**src/rtl/dmem_arb_pkg.sv**
```systemverilog
// Shared types and constants for the data-memory arbiter.
// Read-return state, port ids and default bus widths.
package dmem_arb_pkg;

  localparam int AW_DEF = 8;
  localparam int DW_DEF = 16;

  localparam logic PORT_CPU = 1'b0;
  localparam logic PORT_DMA = 1'b1;

  typedef enum logic [1:0] {
    IDLE,
    RD_CPU,
    RD_DMA
  } rd_state_e;

endpackage

```
**src/rtl/dmem_arbiter.sv**
```systemverilog
// Two-master arbiter for the single-port data memory.
// CPU has fixed priority; DMA is force-granted after MAX_WAIT refusals.
module dmem_arbiter
  import dmem_arb_pkg::*;
#(
  parameter int AW       = AW_DEF,
  parameter int DW       = DW_DEF,
  parameter int MAX_WAIT = 3
) (
  input  logic          Clk,
  input  logic          Reset,
  input  logic          c_req,
  input  logic          c_we,
  input  logic [AW-1:0] c_addr,
  input  logic [DW-1:0] c_wdata,
  output logic          c_gnt,
  output logic          c_rvalid,
  input  logic          d_req,
  input  logic          d_we,
  input  logic [AW-1:0] d_addr,
  input  logic [DW-1:0] d_wdata,
  output logic          d_gnt,
  output logic          d_rvalid,
  output logic [DW-1:0] rdata,
  output logic [AW-1:0] D_addr,
  output logic          D_wr,
  output logic [DW-1:0] D_wdata,
  input  logic [DW-1:0] D_rdata,
  output logic          d_starved
);

  localparam logic [3:0] LP_MAX = 4'(MAX_WAIT);

  rd_state_e  r_state;
  rd_state_e  w_next;
  logic [3:0] r_wait;
  logic       w_starved;
  logic       w_c_gnt;
  logic       w_d_gnt;
  logic       w_sel;
  logic       w_any;

  assign w_starved = (r_wait == LP_MAX);

  // CPU wins ties unless the DMA has used up its waiting credit
  assign w_c_gnt = ~Reset & c_req
                 & ~(d_req & w_starved);
  assign w_d_gnt = ~Reset & d_req & ~w_c_gnt;
  assign w_any   = w_c_gnt | w_d_gnt;
  assign w_sel   = w_d_gnt ? PORT_DMA : PORT_CPU;

  always_comb begin
    D_addr  = '0;
    D_wr    = 1'b0;
    D_wdata = '0;
    if (w_any) begin
      if (w_sel == PORT_DMA) begin
        D_addr  = d_addr;
        D_wr    = d_we;
        D_wdata = d_wdata;
      end else begin
        D_addr  = c_addr;
        D_wr    = c_we;
        D_wdata = c_wdata;
      end
    end
  end

  always_ff @(posedge Clk or posedge Reset) begin
    if (Reset) begin
      r_wait <= 4'd0;
    end else if (d_req & ~w_d_gnt) begin
      if (r_wait != LP_MAX)
        r_wait <= r_wait + 4'd1;
    end else begin
      r_wait <= 4'd0;
    end
  end

  always_comb begin
    w_next = IDLE;
    unique case (1'b1)
      w_c_gnt & ~c_we: w_next = RD_CPU;
      w_d_gnt & ~d_we: w_next = RD_DMA;
      default:         w_next = IDLE;
    endcase
  end

  always_ff @(posedge Clk or posedge Reset) begin
    if (Reset) r_state <= IDLE;
    else       r_state <= w_next;
  end

  assign c_gnt     = w_c_gnt;
  assign d_gnt     = w_d_gnt;
  assign c_rvalid  = (r_state == RD_CPU);
  assign d_rvalid  = (r_state == RD_DMA);
  assign d_starved = w_starved;
  assign rdata     = Reset ? '0 : D_rdata;

endmodule

```
**config.mk**
```make
export PLATFORM = sky130hd
export DESIGN_NAME = dmem_arbiter
export DESIGN_NICKNAME = d
export VERILOG_FILES = /design/src/rtl/dmem_arb_pkg.sv /design/src/rtl/dmem_arbiter.sv
export SDC_FILE = /design/constraint.sdc
export NUM_CORES = 1
export LEC_CHECK = 0
export BUFFER_PORTS_ARGS = -buffer_cell sky130_fd_sc_hd__buf_2
export CAP_MARGIN = 20
export CORE_MARGIN = 5
export CORE_UTILIZATION = 29
export CTS_BUF_LIST = sky130_fd_sc_hd__clkbuf_8
export CTS_CLUSTER_DIAMETER = 150
export DETAILED_ROUTE_END_ITERATION = 6
export GPL_ROUTABILITY_DRIVEN = 0
export PLACE_DENSITY = 0.82
export SLEW_MARGIN = 10
export SYNTH_ARGS = -nofsm -noshare
export SYNTH_HDL_FRONTEND = slang
export SYNTH_SLANG_ARGS = --single-unit
```
**constraint.sdc**
```tcl
create_clock -name Clk -period 2.3 [get_ports Clk]
set_clock_uncertainty 0.2 [all_clocks]
set_input_delay 0.23 -clock Clk [delete_from_list [all_inputs] [get_ports Clk]]
set_output_delay 0.23 -clock Clk [all_outputs]
set_load 0.05 [all_outputs]
```
==> metrics.cfg <==
[run_status]
status=complete, but fails checks
violations=negative setup slack

[layout]
area_delta_synth_final_pct=134
layout-drive-gt1-share=0.706
multi_input_area_um2=554
antenna_cells=0
nets=277
fill_cells=203
regArea_um2=150
fin_cells=234

[setup_path]
cp_cell_sequence=ha_2 -> or3b_4 -> clkinv_4 -> a21oi_4 -> buf_12 -> a22o_2 -> buf_6
arrival_ns=1.91
cp-end-kind=primary output
critPathRequiredTime_ns=1.87
worstSetupStartpointType=flop
r2r_setup_slack_ns=0.55
reg2reg_depth=5
worstReg2RegStart=r_wait[0]$_DFFE_PP0P_
cpPeakStageDelay_ns=0.43
r2r_end=r_state[1]$_DFF_PP0_
crit_type=flop to primary output
crit_fanout=14
slowest_stage=or3b_4

[power]
vdd_drop_max_mv=0.262
swShare=0.433
p_per_area_nw_per_um2=423
p_leak_uw=0.000936
p_int_uw=408
pwr-share-clk=0.211
switchingPower_uw=312
power_frac_comb=0.630
power.share.sequential=0.159
power_uw=720

[synth]
ys_seq_area_frac=0.206
yosysMostFrequentCell=a22o_1
synth.cells.most_frequent=a22o_1 (25), nor2b_1 (19), dfrtp_1 (6), buf_6 (5), nand3_1 (3)
yosys-mux-area-fraction=0.0155
synth_nets=152
syn-instance-count=81
ys_warn_count=0
syn_area_um2=728
synth_top_family_by_area=compound AO/OA/AOI/OAI gates
synth-xor-area-share=0.0120
async_flop_share=1.00
synth_top_cell_area_share=0.301
synth_area_leaders=a22o_1 (30%), dfrtp_1 (21%), nor2b_1 (16%), buf_6 (7.7%), a21oi_4 (4.5%)
synth_edf_count=0
yosys.area_share.adder=0.0172
synth-main-ff-cell=dfrtp_1
yosys_register_bits=6
ys_types=22
synth_compound_area_frac=0.371
yosys.area.top_type=a22o_1
syn_area_per_cell_um2=8.99
synth-simple-area-share=0.271

[drt]
wl_per_cell_um=16.0
routed_wl_mm=3.74
wl_met2_mm=2.18
wl_met1_mm=1.32
num_vias=1128
drc=0
top_layer=met4
drt_pass1_iterations=4
met3WireLength_um=220
drt-initial-drc-count=62
viasPerCell=4.82
antenna_left=0

[die]
core-area_um2=2430
die_h_um=60.1
start_util=0.299
die_x_um=60.1
die_area_um2=3610
rows=18
io_pins=116

[min_path]
hp-class=input pin to flop
hold_end=r_state[1]$_DFF_PP0_
min_from=d_we
min_delay_path_depth=2

[timing]
setup_viol_count_final=23
worst_pin_slew_ns=0.237
setup_tns_ns=-0.381
fin_ws_ns=-0.0371
min_period_ns=2.34
holdWs_ns=0.108
drv_slew=0
fin_crit_sh=1.02
hold_viol_final=0
slew_headroom=0.840
rsz0062_at_grt=true
fmax_ghz=0.428

[clocking]
cts_tree=yes
clockRootBuffer=clkbuf_8
clkSinkCount=6
cts_buffers=3
clockBufferDepth=2
clk_pin_slew_ns=0.03
clkLatencyLatePin_ns=0.22
cts_max_level=1

[grt]
grt_pass1_vias=1216
antenna_found_initial=0
grt_overflow_total=0
grt_start_max_net_pins=28
grt_usage=0.197
grt_pass1_wl_mm=5.45

[placement]
dp_hpwl_mm=2.52
dp_cells=223
portBuffers=115

[flow_run]
drv_cap=0

[metrics by stage]
stage,worst slack (ns),instance area [um2],util
2_1_floorplan,0.00268,781,-
3_3_place_gp,0.0716,1390,0.570
3_5_place_dp,0.0333,1390,0.570
4_1_cts,-0.0268,1660,0.681
5_1_grt,-0.103,1700,0.700
6_report,-0.0371,1700,0.700
[how the worst max path moves through the flow]
stage                           from          to  slack [ns]  cells after the start
5_1_grt        r_wait[0]$_DFFE_PP0P_  D_wdata[9]       -0.10                      7
6_report       r_wait[0]$_DFFE_PP0P_  D_wdata[9]       -0.04                      7
4_1_cts        r_wait[1]$_DFFE_PP0P_   D_addr[4]       -0.03                      7
3_3_place_gp   r_wait[0]$_DFFE_PP0P_   D_addr[5]        0.07                      6
3_5_place_dp   r_wait[0]$_DFFE_PP0P_   D_addr[4]        0.03                      6
2_1_floorplan  r_wait[0]$_DFFE_PP0P_   D_addr[5]       0.003                      7
[state kept, by name, indices dropped and copies added (netlist names)]
| signal | flops |
|---|---|
| r_state | 2 |
| r_wait | 4 |
[cell type report]
cell class,instances,share of cell area
timing repair buffer,128,0.532
inverter,2,0.00735
sequential,6,0.0882
clock buffer,3,0.0243
tap,30,0.0221
multi-input combinational,65,0.326
[cell families (layout without fill, tap and decap cells)]
| logic type | after synthesis | in the layout |
|---|---|---|
| AND/OR/NAND/NOR | 32 | 32 |
| AO/OA/AOI/OAI | 30 | 30 |
| buffers and inverters | 10 | 133 |
| flip-flops | 6 | 6 |
| adder cells (fa/ha/maj) | 1 | 1 |
| XOR/XNOR | 1 | 1 |
| multiplexers | 1 | 1 |
[placed cells by master, fill, tap and decap left out, drive strengths merged, types with 2 or more instances in the layout]
master / synthesis / final
nand2b: 2 / 2
clkbuf: 2 / 5
dlygate4sd3: 0 / 2
nand3: 3 / 3
buf: 6 / 124
nor2b: 19 / 19
dfrtp: 6 / 6
a22o: 25 / 25
nor2: 2 / 2
nand4b: 2 / 2
o21ai: 2 / 2
a21oi: 2 / 2
[critical path, delay by kind of cell, from the launching register on]
kind                       cells  cell delay, ns
buffers and inverters          3            0.39
AOI/OAI and AO/OA              2            0.34
and+or+nand+nor                1            0.43
adders and majority gates      1            0.18
DFF                            1            0.35
[what timing repair did]
| item | 4_1_cts | 5_1_grt |
|---|---|---|
| hold endpoints to repair | 7 | 0 |
| endpoints found under the setup margin | 27 | 27 |
| buffers inserted | 2 | 2 |
| cloned | 1 | 1 |
| pin swaps | 3 | 5 |
| resized for setup | 54 | 3 |
| hold buffers | 2 | 0 |
[routing by layer]
layer,vias up,global-route usage
li1,551,-
met5,-,0
met4,0,0.0380
met3,2,0.0475
met1,520,0.218
met2,55,0.377
[power by group through the flow]
stage | combinational, uW | sequential [uW] | clock [uW]
finish | 454 | 115 | 152
floorplan | 266 | 116 | 0
CTS | 441 | 114 | 156
detailed placement | 384 | 116 | 0
global placement | 382 | 115 | 0
global route | 477 | 115 | 164
No activity file was read; power rests on OpenSTA's default activity.
